<file path="src/rtl/uart_tx_ctrl_pkg.sv">
// Shared definitions for the UART transmit path.
// Holds the 3-bit FSM state encoding and the default frame data width,
// shared by the parity calculator, the serializer and the transmit controller.
package uart_tx_ctrl_pkg;

   localparam int DEFAULT_DATA_WIDTH = 8;

   typedef enum logic [2:0] {
      IDLE   = 3'd0,
      START  = 3'd1,
      DATA   = 3'd2,
      PARITY = 3'd3,
      STOP   = 3'd4
   } tx_state_e;

   // Bit-counter width for a given data width (at least one bit).
   function automatic int cnt_width(input int width);
      return (width > 1) ? $clog2(width) : 1;
   endfunction

endpackage

</file>
<file path="src/rtl/uart_tx_ctrl_if.sv">
// Request/line bundle between a word producer and the UART transmit controller.
//   P_DATA     : parallel word to transmit
//   Data_Valid : P_DATA valid request
//   PAR_EN     : insert a parity bit before the stop bit
//   PAR_bit    : parity bit precomputed for the accepted word
//   TX_OUT     : serial line, idle-high
//   Busy       : high while a frame is in flight
// master = producer side, slave = transmit controller side.
interface uart_tx_ctrl_if #(
   parameter int DATA_WIDTH = uart_tx_ctrl_pkg::DEFAULT_DATA_WIDTH
);
   logic [DATA_WIDTH-1:0] P_DATA;
   logic                  Data_Valid;
   logic                  PAR_EN;
   logic                  PAR_bit;
   logic                  TX_OUT;
   logic                  Busy;

   modport master (
      output P_DATA,
      output Data_Valid,
      output PAR_EN,
      output PAR_bit,
      input  TX_OUT,
      input  Busy
   );

   modport slave (
      input  P_DATA,
      input  Data_Valid,
      input  PAR_EN,
      input  PAR_bit,
      output TX_OUT,
      output Busy
   );

endinterface

</file>
<file path="src/rtl/uart_tx_serializer.sv">
// Shift register and bit counter for the UART data phase.
//   clk, reset : clock, async active-low reset
//   load       : capture load_data, arm the counter
//   shift_en   : shift one bit toward the LSB, advance the counter
//   load_data  : word to serialize
//   ser_data   : bit to be driven on the line at the coming edge
//   ser_done   : the bit currently on the line is the last data bit
module uart_tx_serializer
   import uart_tx_ctrl_pkg::*;
#(
   parameter int DATA_WIDTH = DEFAULT_DATA_WIDTH
) (
   input  logic                  clk,
   input  logic                  reset,
   input  logic                  load,
   input  logic                  shift_en,
   input  logic [DATA_WIDTH-1:0] load_data,
   output logic                  ser_data,
   output logic                  ser_done
);

   localparam int             CW   = cnt_width(DATA_WIDTH);
   localparam logic [CW-1:0]  LAST = CW'(DATA_WIDTH - 1);

   logic [DATA_WIDTH-1:0] shreg;
   logic [CW-1:0]         bit_cnt;

   // The counter is preset to LAST on load so that the shift on the edge
   // leaving START rolls it to 0 as bit 0 goes on the line; it then holds the
   // index of the bit currently on the line, and wraps back to 0 on the edge
   // that leaves the data phase.
   always_ff @(posedge clk or negedge reset) begin
      if (!reset) begin
         shreg   <= '0;
         bit_cnt <= '0;
      end else if (load) begin
         shreg   <= load_data;
         bit_cnt <= LAST;
      end else if (shift_en) begin
         shreg   <= {1'b0, shreg[DATA_WIDTH-1:1]};
         bit_cnt <= (bit_cnt == LAST) ? '0 : bit_cnt + CW'(1);
      end
   end

   assign ser_data = shreg[0];
   assign ser_done = (bit_cnt == LAST);

endmodule

</file>
<file path="src/rtl/uart_tx_ctrl.sv">
// UART transmit controller: frames an accepted word as
// start, DATA_WIDTH data bits (LSB first), optional parity, stop.
// One bit period per clk cycle.
//   clk   : transmit clock
//   reset : async active-low reset, aborts any frame in flight
//   bus   : request/line bundle (slave side)
//
// state  | meaning
// IDLE   | line high, waiting for Data_Valid
// START  | start bit (0) on the line
// DATA   | data bits on the line, LSB first
// PARITY | latched PAR_bit on the line
// STOP   | stop bit (1) on the line, still busy
module uart_tx_ctrl
   import uart_tx_ctrl_pkg::*;
#(
   parameter int DATA_WIDTH = DEFAULT_DATA_WIDTH
) (
   input  logic            clk,
   input  logic            reset,
   uart_tx_ctrl_if.slave   bus
);

   tx_state_e state;
   logic      tx_out_q;
   logic      busy_q;
   logic      par_en_q;
   logic      load;
   logic      shift_en;
   logic      ser_data;
   logic      ser_done;

   assign load     = (state == IDLE) && bus.Data_Valid;
   assign shift_en = (state == START) || (state == DATA);

   uart_tx_serializer #(
      .DATA_WIDTH (DATA_WIDTH)
   ) u_serializer (
      .clk       (clk),
      .reset     (reset),
      .load      (load),
      .shift_en  (shift_en),
      .load_data (bus.P_DATA),
      .ser_data  (ser_data),
      .ser_done  (ser_done)
   );

   // Outputs are loaded with the value belonging to the state being entered,
   // so TX_OUT/Busy line up cycle-for-cycle with the state register.
   always_ff @(posedge clk or negedge reset) begin
      if (!reset) begin
         state    <= IDLE;
         tx_out_q <= 1'b1;
         busy_q   <= 1'b0;
         par_en_q <= 1'b0;
      end else begin
         case (state)
            IDLE: begin
               if (bus.Data_Valid) begin
                  state    <= START;
                  tx_out_q <= 1'b0;
                  busy_q   <= 1'b1;
                  par_en_q <= bus.PAR_EN;
               end else begin
                  tx_out_q <= 1'b1;
                  busy_q   <= 1'b0;
               end
            end
            START: begin
               state    <= DATA;
               tx_out_q <= ser_data;
            end
            DATA: begin
               if (ser_done) begin
                  if (par_en_q) begin
                     state    <= PARITY;
                     tx_out_q <= bus.PAR_bit;
                  end else begin
                     state    <= STOP;
                     tx_out_q <= 1'b1;
                  end
               end else begin
                  tx_out_q <= ser_data;
               end
            end
            PARITY: begin
               state    <= STOP;
               tx_out_q <= 1'b1;
            end
            STOP: begin
               state    <= IDLE;
               tx_out_q <= 1'b1;
               busy_q   <= 1'b0;
            end
            default: begin
               state    <= IDLE;
               tx_out_q <= 1'b1;
               busy_q   <= 1'b0;
            end
         endcase
      end
   end

   assign bus.TX_OUT = tx_out_q;
   assign bus.Busy   = busy_q;

endmodule

</file>
<file path="src/flat_wrapper.sv">
// flat-port wrapper written by rule: the top's interface ports become plain ports
module uart_tx_ctrl_flat import uart_tx_ctrl_pkg::*;
#(
   parameter int DATA_WIDTH = DEFAULT_DATA_WIDTH
)
  (clk, reset, bus_P_DATA, bus_Data_Valid, bus_PAR_EN, bus_PAR_bit, bus_TX_OUT, bus_Busy);
  uart_tx_ctrl_if #(.DATA_WIDTH(DATA_WIDTH)) bus_i ();
  input  logic clk;
  input  logic reset;
  input wire logic [$bits(bus_i.P_DATA)-1:0] bus_P_DATA;
  input wire logic [$bits(bus_i.Data_Valid)-1:0] bus_Data_Valid;
  input wire logic [$bits(bus_i.PAR_EN)-1:0] bus_PAR_EN;
  input wire logic [$bits(bus_i.PAR_bit)-1:0] bus_PAR_bit;
  output wire logic [$bits(bus_i.TX_OUT)-1:0] bus_TX_OUT;
  output wire logic [$bits(bus_i.Busy)-1:0] bus_Busy;
  assign bus_i.P_DATA = bus_P_DATA;
  assign bus_i.Data_Valid = bus_Data_Valid;
  assign bus_i.PAR_EN = bus_PAR_EN;
  assign bus_i.PAR_bit = bus_PAR_bit;
  assign bus_TX_OUT = bus_i.TX_OUT;
  assign bus_Busy = bus_i.Busy;
  uart_tx_ctrl #(.DATA_WIDTH(DATA_WIDTH)) u_core (.clk(clk), .reset(reset), .bus(bus_i));
endmodule
</file>
<file path="config.mk">
export PLATFORM = sky130hd
export DESIGN_NAME = uart_tx_ctrl_flat
export DESIGN_NICKNAME = d
export VERILOG_FILES = /design/src/rtl/uart_tx_ctrl_pkg.sv /design/src/rtl/uart_tx_ctrl_if.sv /design/src/rtl/uart_tx_serializer.sv /design/src/rtl/uart_tx_ctrl.sv /design/src/flat_wrapper.sv
export SDC_FILE = /design/constraint.sdc
export NUM_CORES = 1
export LEC_CHECK = 0
export BUFFER_PORTS_ARGS = -buffer_cell sky130_fd_sc_hd__buf_2
export CAP_MARGIN = 25
export CORE_UTILIZATION = 27
export CTS_BUF_LIST = sky130_fd_sc_hd__clkbuf_8
export CTS_CLUSTER_SIZE = 28
export DETAILED_ROUTE_END_ITERATION = 6
export PLACE_DENSITY = 0.43
export REMOVE_ABC_BUFFERS = 1
export SETUP_SLACK_MARGIN = 0.5
export SLEW_MARGIN = 40
export SYNTH_ARGS = -nofsm -noshare
export SYNTH_HDL_FRONTEND = slang
export SYNTH_SLANG_ARGS = --single-unit
</file>
<file path="constraint.sdc">
create_clock -name clk -period 2.6 [get_ports clk]
set_clock_uncertainty 0.1 [all_clocks]
set_input_delay 0.39 -clock clk [delete_from_list [all_inputs] [get_ports clk]]
set_output_delay 0.39 -clock clk [all_outputs]
set_load 0.02 [all_outputs]
</file>
== Yosys cells after proc, flatten, opt, wreduce, memory -nomap -nowiden ==
Index checks and enable logic that the tools add are counted.

* Flip-flop bits (word level): 17
* Input port bits: 13
* Output and inout port bits: 2
* Logic and storage cells: 35

* Add/subtract/negate cells: 1
* Eq/ne operators: 6
* Multiplexer cells: 15
* Reduce and logical (&&, ||, !) cells: 7

{| class="wikitable"
|+ Operators by type and width
! kind !! count
|-
| 3-bit two-way mux || 6
|-
| 8-bit two-way mux || 2
|-
| 3-bit case mux with 4 select lines || 1
|-
| 3-bit by 2-bit == test with 1-bit output, second input constant || 2
|-
| 1-bit two-way mux || 4
|-
| 2-bit AND reduction || 2
|-
| 3-bit by 1-bit adder with 3-bit output, second input constant || 1
|-
| 3-bit by 1-bit == test with 1-bit output, second input constant || 1
|-
| 3-bit == test, second input constant || 1
|-
| 3-bit logical NOT || 1
|-
| 1-bit case mux with 3 select lines || 1
|-
| 3-bit OR reduction || 1
|-
| 2-bit by 1-bit != test with 1-bit output, second input constant || 1
|-
| 2-bit != test, second input constant || 1
|-
| 1-bit case mux with 2 select lines || 1
|-
| 2-bit nonzero test || 1
|-
| 1-bit logical AND || 1
|-
| 1-bit logical OR || 1
|}

== Logic depth before layout (Yosys ltp) ==
Gate-level depths: netlist of run 1.

* Word-level depth: 4
* Gate-level depth with buffers: 5
* Depth with buffers taken out: 5

== Modules after synthesis ==
From an unflattened synthesis of run 1, not the netlist that was laid out.

* Cell total of the unflattened synthesis: 79
* Area total of the unflattened synthesis: 845.8 um2

{| class="wikitable"
|+ By module, submodules not included
! module !! instances !! cells an instance !! area each (um2) !! sequential area each (um2)
|-
| uart_tx_serializer || 1 || 47 || 523.0 || 275.3
|-
| uart_tx_ctrl || 1 || 32 || 322.8 || 151.4
|}

== Worst setup path after synthesis of run 1 ==
OpenSTA, ideal clock, no wires.

* Path kind: register -> register
* From: register u_core.state[1]
* To: register u_core.u_serializer.shreg[3]
* Setup time: 0.125 ns
* Arrival time: 1.545 ns
* Data required time: 2.375 ns
* Setup slack: 0.830 ns
* Stages on the path, launching flop included: 5
* Path buffers: 1
* Clock period less this slack: 1.770 ns
* Cell sequence: dfrtp_1 nor4b_4 buf_6 mux2_4 mux2_4

* Longest elaborated chain between the ends: 3
* Elaborated cells between the ends (all ways): 7
* Those cells by class: eq/ne: 2; mux: 1; reduce/logical: 4

{| class="wikitable"
|+ Ends and longest elaborated chain
! what !! line !! source
|-
| start, declared || uart_tx_ctrl.sv:24 || <nowiki>tx_state_e state;</nowiki>
|-
| start signal, assigned || uart_tx_ctrl.sv:52 || <nowiki>state <= IDLE;</nowiki>
|-
| start signal, assigned || uart_tx_ctrl.sv:60 || <nowiki>state <= START;</nowiki>
|-
| start signal, assigned || uart_tx_ctrl.sv:70 || <nowiki>state <= DATA;</nowiki>
|-
| 3-bit by 1-bit == test with 1-bit output, or another cell as far along || uart_tx_ctrl.sv:34 || <nowiki>assign shift_en = (state == START) || (state == DATA);</nowiki>
|-
| 1-bit logical OR / 1-bit logical AND (equally long branches) || uart_tx_ctrl.sv:34, uart_tx_ctrl.sv:33 ||
|-
| 2-bit nonzero test (no source line) / 8-bit two-way mux (equally long branches) || - ||
|-
| end signal, assigned || uart_tx_serializer.sv:37 || <nowiki>shreg <= load_data;</nowiki>
|-
| end signal, assigned || uart_tx_serializer.sv:40 || <nowiki>shreg <= {1'b0, shreg[DATA_WIDTH-1:1]};</nowiki>
|-
| end, declared || uart_tx_serializer.sv:25 || <nowiki>logic [DATA_WIDTH-1:0] shreg;</nowiki>
|}

Parallel ways exist; a longest one is shown, timed or not.
A chain may end at the register's enable or synchronous reset.

== Final worst setup path of run 1 ==
* From: register u_core.state[0]
* To: register u_core.u_serializer.shreg[0]

Same word-level chain as after synthesis.

==> reports/qor_table.md, run 1 <==
| Stage | Parameter | Value |
| --- | --- | --- |
| synth | Area contributors post-synth | dfrtp_1, mux2_4, mux2_2 |
| pwr | Net Sw Power | 0.4672 mW |
| sta | Hold slack | 257.9 ps |
| layout | Count of placed standard cells in the final layout, fillers left out | 134 |
| synth | Dominant combinational cell family by area after synthesis | multiplexers |
| clock tree | Count of cells resized by post-cts repair | 0 |
| pwr | Total power consumption of the routed design | 1.366 mW |
| synth | Portion of the post-synthesis area used by sequential elements | 47.89% |
| pwr | Peak supply drop | 0.3030 mV |
| global route | Number of global-route vias before repair | 580 |
| hold path | Path type of the worst min-delay path | primary input to flop |
| route | Number of vias in the routed layout | 567 |
| clock tree | Root buffer cell | clkbuf_8 |
| clock tree | CTS buffer count | 3 |
| layout | Nets@finish | 106 |
| route | Drt initial violations | 12 |
| sta | Timing-limited maximum frequency | 529.8 MHz |
| synth | Netlist area before placement | 890.9 µm² |
| sta | Hold Vio Cnt, Final | 0 |
| synth | Top post-synthesis cells by count | dfrtp_1, mux2_4, mux2_2 |
| worst setup path | Critical-path maximum fanout | 13 |
| hold path | Min-Delay Path Depth | 3 |
| worst setup path | Data arrival time of the worst path | 1920 ps |
| layout | Synth-to-Final Area Change | 19.38% |
| floorplanning | Die Span X | 59.44 µm |
| sta | Setup TNS | 0 ps |
| synth | Library cell occupying the most area in the post-synthesis netlist | dfrtp_1 |
| sta | Tightest slew margin relative to the limit | 73.47% |
| floorplanning | Number of core rows | 20 |
| global route | Largest net degree at the start of global routing | 18 |
| worst setup path | Nature of the critical path startpoint | flop |
| synth | Simple logic cell fraction of the synthesized area | 10.11% |
| synth | Fraction of synthesized cell area in xor and xnor cells | 0% |
| worst setup path | Worst-case reg-to-reg path depth | 4 |
| global route | Antenna violations before repair | 0 |
| placement | Placement-stage worst setup slack | 714.9 ps |
| layout | Fraction of layout cells with a size suffix above 1 | 44.44% |
| route | Total routed wirelength | 1507 µm |
| pwr | Power per cell area | 1285 nW/µm² |
| placement | Placed cell count | 129 |
| floorplanning | Core region area | 3103 µm² |
| synth | Post-synthesis sequential element count | 17 |
| clock tree | Worst-Skew Late Latency | 250 ps |
| placement | Gp weighted congestion | 0.7218 |
| synth | Synth Area in Compound Gates | 9.831% |
| worst setup path | Worst setup path class | flop to flop |
| synth | Post-Synth Adder-Cell Area | 2.809% |
| synth | Async set-reset flop share out of synthesis | 100.0% |
| route | Number of vias per cell after detailed routing | 4.231 |
| global route | Global routing usage summed across all routing layers | 11.02% |
| layout | Antenna diode count | 0 |
| clock tree | TritonCTS clock tree | done |
| synth | Cells after synthesis | 72 |
| sta | Worst Tran Pin Value | 398.0 ps |
| synth | Top-area cell type share of the netlist area | 44.94% |
| global route | Global-route wire length before repair | 2725 µm |
| sta | Count of pins over their slew limit | 0 |
| pwr | Switching Share | 34.20% |
| synth | Cell with the most instances after synthesis | dfrtp_1 |
| floorplanning | Die outline area | 3533 µm² |
| sta | Final Setup Violations | 0 |
| worst setup path | R2R Path End | u_core.u_serializer.shreg[0] |
| hold path | Endpoint of the worst hold path | u_core.par_en_q |
| pwr | Pleak | 0.5084 nW |
| synth | Mux share of post-synthesis cell area | 24.58% |
| run | Max-cap violation count | 0 |
| global route | Remaining Overflow, GRT | 0 |
| synth | Number of distinct library cells after synthesis | 24 |
| floorplanning | Chip height | 59.44 µm |
| synth | Most frequently used flop master after synthesis | dfrtp_1 |
| clock tree | Clock Tree Buf Depth | 2 |
| pwr | Combinational fraction of design power | 47.7% |
| route | Residual antenna-violating net count after detailed routing | 0 |
| hold path | Worst Min Path Start | bus_PAR_EN |
| status | Result of the run | finished clean |
| placement | Final HPWL from detailed placement | 1022 µm |
| pwr | Pint | 0.8989 mW |
| worst setup path | Worst setup EP type | flop |
| route | DRC errors left | 0 |
| synth | Post-synthesis average cell area | 12.37 µm² |
| layout | Finished Core Util | 34.27% |
| pwr | Sequential share of power | 37.9% |
| clock tree | Max H-tree Level | 1 |
| floorplanning | Initial Utilization | 28.71% |
| synth | Total number of yosys warnings | 0 |
| clock tree | CTS clk-pin slew, worst paths | 70 ps |
| route | First-pass detailed-route iteration total | 2 |
| sta | Share of the clock period used by the worst path | 72.60% |
| worst setup path | Reg-to-reg setup timing slack | 710 ps |
| worst setup path | Source of the worst register-to-register timing path | u_core.state[0] |
| clock tree | Total clock sinks | 17 |
| route | Drt wl/cell | 11.25 µm |
| layout | Final std cell area, no fill | 1064 µm² |
| sta | RSZ-0062 raised after global routing | no |
| pwr | Clock Power Share | 14.4% |
| synth | Count of flip-flops with a built-in enable after synthesis | 0 |
| placement | Post-detailed-placement cell area | 1007 µm² |
| worst setup path | CP required | 2630 ps |
| floorplanning | Top-level I/O count | 15 |
| sta | Minimum clock period | 1887 ps |
| placement | Port buffer count | 14 |
| sta | PnR worst setup slack | 712.5 ps |
worst max path at each step:
stage / cells after the start / start / slack, ps / endpoint
finish: 4 / u_core.state[0] / 710 / u_core.u_serializer.shreg[0]
global route: 4 / u_core.state[0] / 590 / u_core.u_serializer.shreg[2]
CTS: 4 / u_core.state[0] / 700 / u_core.u_serializer.shreg[1]
detailed placement: 4 / u_core.state[0] / 710 / u_core.u_serializer.shreg[2]
global placement: 4 / u_core.state[0] / 750 / u_core.u_serializer.shreg[2]
floorplan: 3 / u_core.state[0] / 610 / u_core.u_serializer.shreg[0]
repair_timing:
action	in CTS	in global routing
hold buffers	1	0
buffers inserted	0	0
endpoints found under the hold margin	16	0
critical path, stage by stage, from the launching register on:
cell and delay, ps:
dfrtp_1 520, nor4b_4 290, buf_4 250, mux2_2 350, mux2_2 250
sequential cells by signal, indices dropped and copies added (netlist names):
signal / count
u_core.bus.Busy: 1
u_core.bus.TX_OUT: 1
u_core.u_serializer.bit_cnt: 3
u_core.par_en_q: 1
u_core.state: 3
u_core.u_serializer.shreg: 8
cell usage in the layout, fill, tap and decap left out, types with 2 or more instances in the layout:
master     n
inv_1      5
o21ai_0    3
buf_4      2
clkbuf_8   3
nor3_1     3
a21oi_1    4
mux2i_1    2
a211o_1    2
mux2_2     7
nor2_1     3
nand2_1    5
dfrtp_1   16
mux2_4     8
buf_2     14
ha_1       2
cell type report:
| type | count | area (µm²) |
|---|---|---|
| sequential | 17 | 426.7 |
| multi-input combinational | 47 | 421.7 |
| clock inverter | 1 | 5.005 |
| clock buffer | 3 | 41.29 |
| inverter | 5 | 18.77 |
| tap | 44 | 55.05 |
| fill | 338 | 2039 |
| timing repair buffer | 17 | 95.09 |
power by group through the flow:
stage	sequential (mW)	combinational [mW]	clock (mW)
after floorplan	0.518	0.518	0
after global placement	0.521	0.652	0
after detailed placement	0.526	0.658	0
after CTS	0.519	0.664	0.207
after global routing	0.543	0.741	0.220
final	0.518	0.651	0.197
metal layers:
layer / share of wire (%) / GRT usage, % / vias to the layer above
met3: 4.2 / 4.585 / 4
met1: 50 / 13.78 / 266
met4: 1.9 / 5.102 / 0
met5: 0 / 0 / -
met2: 44 / 16.37 / 10
li1: - / - / 287
kinds of logic (layout without fill, tap and decap cells):
family / count (synthesis) / count (layout)
buffers and inverters: 8 / 26
adders and majority gates: 2 / 2
muxes: 17 / 17
DFF: 17 / 17
AOI/OAI and AO/OA: 13 / 13
and+or+nand+nor: 15 / 15
(Power assumes the default switching activity.)
==> inputs of run 2 (changes only) <==
PLACE_DENSITY = 0.45   (was 0.43)
clock period = 1.7 ns   (was 2.6 ns; I/O delays follow)
==> run 2 against run 1 <==
Net effect:
- routed wire length up 22%
- first-iteration DRC count up 67%
- combinational power rose to 2.8 times the previous value
- register-to-register slack worse by 680 ps
- via count up 17%
- count of clock-buffer cells in the layout unchanged
- fmax up 13%
- critical path depth unchanged
- global-route usage up 0.097 points
- hold slack worse by 160 ps
- worst setup slack worse by 680 ps
- critical path type unchanged
- largest power group unchanged
==> reports/qor_table.md, run 2 (synthesis results as in run 1) <==
| Stage | Parameter | Value |
| --- | --- | --- |
| status | Result of the run | finished clean |
| route | DRC errors left | 0 |
| worst setup path | Worst path max stage delay | 410 ps |
| floorplanning | Initial Utilization | 28.71% |
| run | Max-cap violation count | 0 |
| sta | Count of pins over their slew limit | 0 |
| layout | Most common cell after layout, fill and taps aside | dfrtp_1 |
| floorplanning | Chip height | 59.44 µm |
| clock tree | Root buffer cell | clkbuf_8 |
| global route | Number of global-route vias before repair | 563 |
| route | Number of vias in the routed layout | 662 |
| sta | Worst Tran Pin Value | 388.7 ps |
| sta | Share of the clock period used by the worst path | 97.89% |
| sta | Final Setup Violations | 0 |
| global route | GR Layer Usage met3 | 5.022% |
| sta | Setup TNS | 0 ps |
| global route | Global-route wire length before repair | 2691 µm |
| layout | Regs by FF count | u_core.u_serializer.shreg x8, u_core.state x3, u_core.u_serializer.bit_cnt x3 |
| floorplanning | Number of core rows | 20 |
| route | Number of vias per cell after detailed routing | 4.327 |
| clock tree | CTS clk-pin slew, worst paths | 70 ps |
| floorplanning | Core region area | 3103 µm² |
| route | Drt wl/cell | 12.07 µm |
| pwr | Peak supply drop | 0.8774 mV |
| clock tree | Max H-tree Level | 1 |
| global route | Largest net degree at the start of global routing | 18 |
| layout | Top library cells by usage in the layout, fill and taps aside | dfrtp_1, mux2_4, buf_2 |
| hold path | Path type of the worst min-delay path | primary input to flop |
| worst setup path | CP required | 1740 ps |
| layout | Fraction of layout cells with a size suffix above 1 | 62.39% |
| layout | Final std cell area, no fill | 1354 µm² |
| floorplanning | Die Span X | 59.44 µm |
| worst setup path | Data arrival time of the worst path | 1710 ps |
| global route | Antenna violations before repair | 0 |
| global route | Met2 usage | 15.41% |
| placement | Gp weighted congestion | 0.7936 |
| clock tree | TritonCTS clock tree | done |
| floorplanning | Die outline area | 3533 µm² |
| global route | Met1 Track Usage GR | 14.21% |
| pwr | Power per cell area | 2115 nW/µm² |
| clock tree | Clock Tree Buf Depth | 2 |
| layout | Synth-to-Final Area Change | 51.97% |
| sta | Minimum clock period | 1664 ps |
| pwr | Pleak | 0.6513 nW |
| placement | Post-detailed-placement cell area | 1052 µm² |
| floorplanning | Top-level I/O count | 15 |
| placement | Final HPWL from detailed placement | 1070 µm |
| route | Drt initial violations | 20 |
| layout | Top reg by flops | u_core.u_serializer.shreg |
| sta | RSZ-0062 raised after global routing | yes |
| worst setup path | Library cell contributing the largest single delay on the critical path | dfrtp_1 |
| clock tree | CTS buffer count | 3 |
| placement | Port buffer count | 14 |
| layout | Finished Core Util | 43.63% |
| worst setup path | Critical Path, Cell by Cell | nor4b_4 -> buf_6 -> mux2_4 -> mux2_4 |
| global route | Busiest layer in global routing | met2 |
| worst setup path | Critical-path maximum fanout | 8 |
| global route | Remaining Overflow, GRT | 0 |
| worst setup path | Nature of the critical path startpoint | flop |
| sta | Tightest slew margin relative to the limit | 74.09% |
| route | Residual antenna-violating net count after detailed routing | 0 |
| clock tree | Total clock sinks | 17 |
| layout | Antenna diode count | 0 |
| clock tree | Worst-Skew Late Latency | 260 ps |
| worst setup path | Worst setup EP type | flop |
| sta | Hold Vio Cnt, Final | 0 |
| layout | Nets@finish | 125 |
| sta | Timing-limited maximum frequency | 600.9 MHz |
| worst setup path | Most common cell type on the critical path | mux2_4 |
| worst setup path | Worst setup path class | flop to flop |
| route | Total routed wirelength | 1846 µm |
| global route | Global routing usage summed across all routing layers | 11.12% |
| layout | Max reg flops | 8 |
| route | First-pass detailed-route iteration total | 3 |
==> run 2: cell types whose count changed in the layout (fill, tap and decap cells not counted), moves of 2 or more <==
cell / previous run / this run
nor3_2: 0 / 2
ha_1: 2 / 0
buf_4: 2 / 11
mux2_4: 8 / 14
a21oi_1: 4 / 1
a21oi_4: 0 / 2
o21ai_0: 3 / 1
buf_6: 0 / 10
mux2_2: 7 / 1
nor3_1: 3 / 0
==> run 2: worst paths after layout <==
kind / endpoint / cells past startpoint / start / slack [ps]
setup / recovery: u_core.u_serializer.shreg[2] / 4 / u_core.state[2] / 40
hold / removal: u_core.u_serializer.shreg[7] / 3 / bus_P_DATA[7] / 100
setup reg to reg: u_core.u_serializer.shreg[2] / 4 / u_core.state[2] / 40
hold reg to reg: u_core.u_serializer.shreg[4] / 1 / u_core.u_serializer.shreg[4] / 410
max in group asynchronous: u_core.bus.TX_OUT / 2 / reset / 840
min in group asynchronous: u_core.bus.Busy / 2 / reset / 350
==> run 2: metal layers <==
layer / vias to the layer above / wire length (µm) / share of wire [%]
met2: 14 / 815 / 44
met5: - / 0 / 0
met4: 0 / 33 / 1.8
met1: 316 / 906 / 49
li1: 327 / - / -
met3: 5 / 91 / 4.9
==> run 2: report_power, final <==
group / switching [mW] / leakage [nW] / internal, mW / total [mW]
Sequential: 0.134 / 0.207 / 0.619 / 0.753
Combinational: 0.675 / 0.419 / 1.13 / 1.80
Clock: 0.146 / 0.0255 / 0.163 / 0.309
==> run 2: through the flow <==
step | hold slack [ps] | setup WS (ps) | total power [mW] | cells
after CTS | 98.78 | 29.06 | 2.592 | 145
after floorplan | -140.6 | -289.2 | 1.584 | 69
after global routing | 110.0 | -1.715 | 3.071 | 153
after detailed placement | 106.7 | -5.787 | 1.893 | 135
after global placement | 109.1 | 21.09 | 1.875 | 135
final | 101.4 | 35.87 | 2.863 | 153
==> run 2: critical path: cells and delay by family, from the launching register on <==
family,cells,cell delay [ps]
DFF,1,410
muxes,2,570
buffers and inverters,1,190
and+or+nand+nor,1,290
==> run 2: final cells by class <==
type                            instances  area [µm²]
Clock buffer                            3       41.29
Clock inverter                          1       5.005
Fill cell                             314        1749
Inverter                                5       18.77
Multi-Input combinational cell         47       516.7
Sequential cell                        17       426.7
Tap cell                               44       55.05
Timing Repair Buffer                   36       290.3
==> run 2: what timing repair did <==
item | in CTS | in global routing
resized for setup | 20 | 16
pin swaps | 10 | 11
hold buffers | 1 | 0
endpoints found under the hold margin | 16 | 0
buffers inserted | 5 | 8
setup endpoints to repair | 17 | 17
==> inputs of run 3 (changes only) <==
PLACE_DENSITY = 0.5   (was 0.45)
==> run 3 against run 2 <==
Net effect:
- sequential share of layout area rose by 2.6 points
- final area fell by 7.6%
- global-route usage rose by 0.31 points
- core utilization fell by 3.3 points
- worst setup slack barely moved
- first-iteration DRC count rose by 50%
- combinational power fell by 15%
- die area did not move
- critical path type unchanged
==> reports/qor_table.md, run 3 (synthesis results as in run 1) <==
| Stage | Parameter | Value |
| --- | --- | --- |
| pwr | Total power consumption of the routed design | 2.594 mW |
| worst setup path | Critical-path maximum fanout | 6 |
| clock tree | CTS buffer count | 3 |
| sta | Timing-limited maximum frequency | 601.1 MHz |
| layout | Seq. cell area | 426.7 µm² |
| layout | Most common cell after layout, fill and taps aside | dfrtp_1 |
| route | Number of vias in the routed layout | 633 |
| hold path | Worst Min Path Start | bus_P_DATA[7] |
| route | Drt initial violations | 30 |
| route | Total routed wirelength | 1781 µm |
| clock tree | Clock Tree Buf Depth | 2 |
| sta | Share of the clock period used by the worst path | 97.86% |
| pwr | Power per cell area | 2073 nW/µm² |
| sta | Hold Vio Cnt, Final | 0 |
| clock tree | Total clock sinks | 17 |
| floorplanning | Initial Utilization | 28.71% |
| route | Number of vias per cell after detailed routing | 4.336 |
| placement | Gp weighted congestion | 0.7799 |
| floorplanning | Core region area | 3103 µm² |
| layout | Antenna diode count | 0 |
| run | Max-cap violation count | 0 |
| clock tree | Root buffer cell | clkbuf_8 |
| floorplanning | Die Span X | 59.44 µm |
| layout | Top library cells by usage in the layout, fill and taps aside | dfrtp_1, mux2_4, buf_2 |
| clock tree | Max H-tree Level | 1 |
| sta | Minimum clock period | 1664 ps |
| global route | Number of global-route vias before repair | 633 |
| status | Result of the run | finished clean |
| layout | Count of placed standard cells in the final layout, fillers left out | 146 |
| placement | Port buffer count | 14 |
| pwr | Pleak | 0.6086 nW |
| global route | Global routing usage summed across all routing layers | 11.43% |
| clock tree | Worst-Skew Late Latency | 250 ps |
| worst setup path | Worst-case reg-to-reg path depth | 4 |
| pwr | Peak supply drop | 0.9589 mV |
| clock tree | TritonCTS clock tree | done |
| hold path | Path type of the worst min-delay path | primary input to flop |
| layout | Filler cell count | 335 |
| worst setup path | Nature of the critical path startpoint | flop |
| global route | Remaining Overflow, GRT | 0 |
| placement | Placed cell count | 135 |
| layout | Max reg flops | 8 |
| layout | Fraction of layout cells with a size suffix above 1 | 55.88% |
| layout | Top reg by flops | u_core.u_serializer.shreg |
| layout | Synth-to-Final Area Change | 40.45% |
| global route | Largest net degree at the start of global routing | 18 |
| layout | Regs by FF count | u_core.u_serializer.shreg x8, u_core.state x3, u_core.u_serializer.bit_cnt x3 |
| sta | Final Setup Violations | 0 |
| route | Drt wl/cell | 12.20 µm |
| clock tree | CTS clk-pin slew, worst paths | 70 ps |
| route | First-pass detailed-route iteration total | 3 |
| sta | Count of pins over their slew limit | 0 |
| hold path | Endpoint of the worst hold path | u_core.u_serializer.shreg[7] |
| worst setup path | CP required | 1740 ps |
| worst setup path | Source of the worst register-to-register timing path | u_core.state[0] |
| floorplanning | Number of core rows | 20 |
| placement | Final HPWL from detailed placement | 1130 µm |
| worst setup path | Data arrival time of the worst path | 1700 ps |
| hold path | Min-Delay Path Depth | 3 |
| sta | RSZ-0062 raised after global routing | yes |
| global route | Global-route wire length before repair | 2891 µm |
| floorplanning | Chip height | 59.44 µm |
| layout | Nets@finish | 118 |
| floorplanning | Die outline area | 3533 µm² |
| sta | Tightest slew margin relative to the limit | 73.07% |
| sta | Setup TNS | 0 ps |
| worst setup path | Worst setup EP type | flop |
| route | Residual antenna-violating net count after detailed routing | 0 |
| layout | Area used by multi-input combinational logic | 495.5 µm² |
| sta | Worst Tran Pin Value | 403.9 ps |
| worst setup path | R2R Path End | u_core.u_serializer.shreg[0] |
| worst setup path | Reg-to-reg setup timing slack | 40 ps |
| worst setup path | Worst setup path class | flop to flop |
| floorplanning | Top-level I/O count | 15 |
| global route | Antenna violations before repair | 0 |
| route | DRC errors left | 0 |
-- run 3: metrics by stage --
step / utilization [%] / setup WS [ps] / hold WS (ps) / area, µm²
finish: 40.32 / 36.33 / 129.8 / 1251
global route: 40.32 / -17.04 / 153.8 / 1251
CTS: 38.99 / 10.97 / 122.7 / 1210
detailed placement: 33.91 / -41.27 / 112.8 / 1052
global placement: 33.91 / 1.087 / 104.9 / 1052
floorplan: - / -289.2 / -140.6 / 867.1
-- run 3: per-layer routing --
layer | wire, µm | track usage (%)
met3 | 75 | 4.585
met2 | 852 | 17.66
met5 | 0 | 0
met1 | 835 | 14.30
met4 | 17 | 4.082
-- run 3: where the power goes --
part           total [mW]  leakage [nW]  switching (mW)  internal, mW
logic                1.53         0.375           0.581         0.945
clock network       0.301        0.0269           0.141         0.160
registers           0.766         0.207           0.146         0.619
total                2.59         0.609           0.869          1.73
-- run 3: repair_timing --
| action | 4_1_cts | 5_1_grt |
|---|---|---|
| resized for setup | 21 | 5 |
| hold buffers | 1 | 0 |
| setup endpoints to repair | 17 | 17 |
| setup buffers | 2 | 4 |
| pin swaps | 9 | 7 |
| hold endpoints to repair | 16 | 0 |
-- run 3: worst max-delay path, stage by stage (launching register included) --
cell	delay [ps]
dfrtp_1	400
nor4b_4	320
buf_6	180
mux2_4	300
mux2_4	250
-- run 3: final cells by class --
cell class	count	share of cell area, %
flip-flops and latches	17	34.10
well taps	44	4.400
clock inverters	1	0.3000
multi-input cells	47	39.60
clock buffers	3	3.300
inverters	5	1.500
repair buffers	29	16.80
-- run 3: how the worst max path moves through the flow --
stage | endpoint | start | slack [ps]
after floorplan | u_core.u_serializer.shreg[0] | u_core.state[0] | -290
after global placement | u_core.u_serializer.shreg[0] | u_core.state[1] | 1
after detailed placement | u_core.u_serializer.shreg[0] | u_core.state[1] | -40
after CTS | u_core.u_serializer.shreg[0] | u_core.state[2] | 10
after global routing | u_core.u_serializer.shreg[0] | u_core.state[0] | -20
final | u_core.u_serializer.shreg[0] | u_core.state[0] | 40
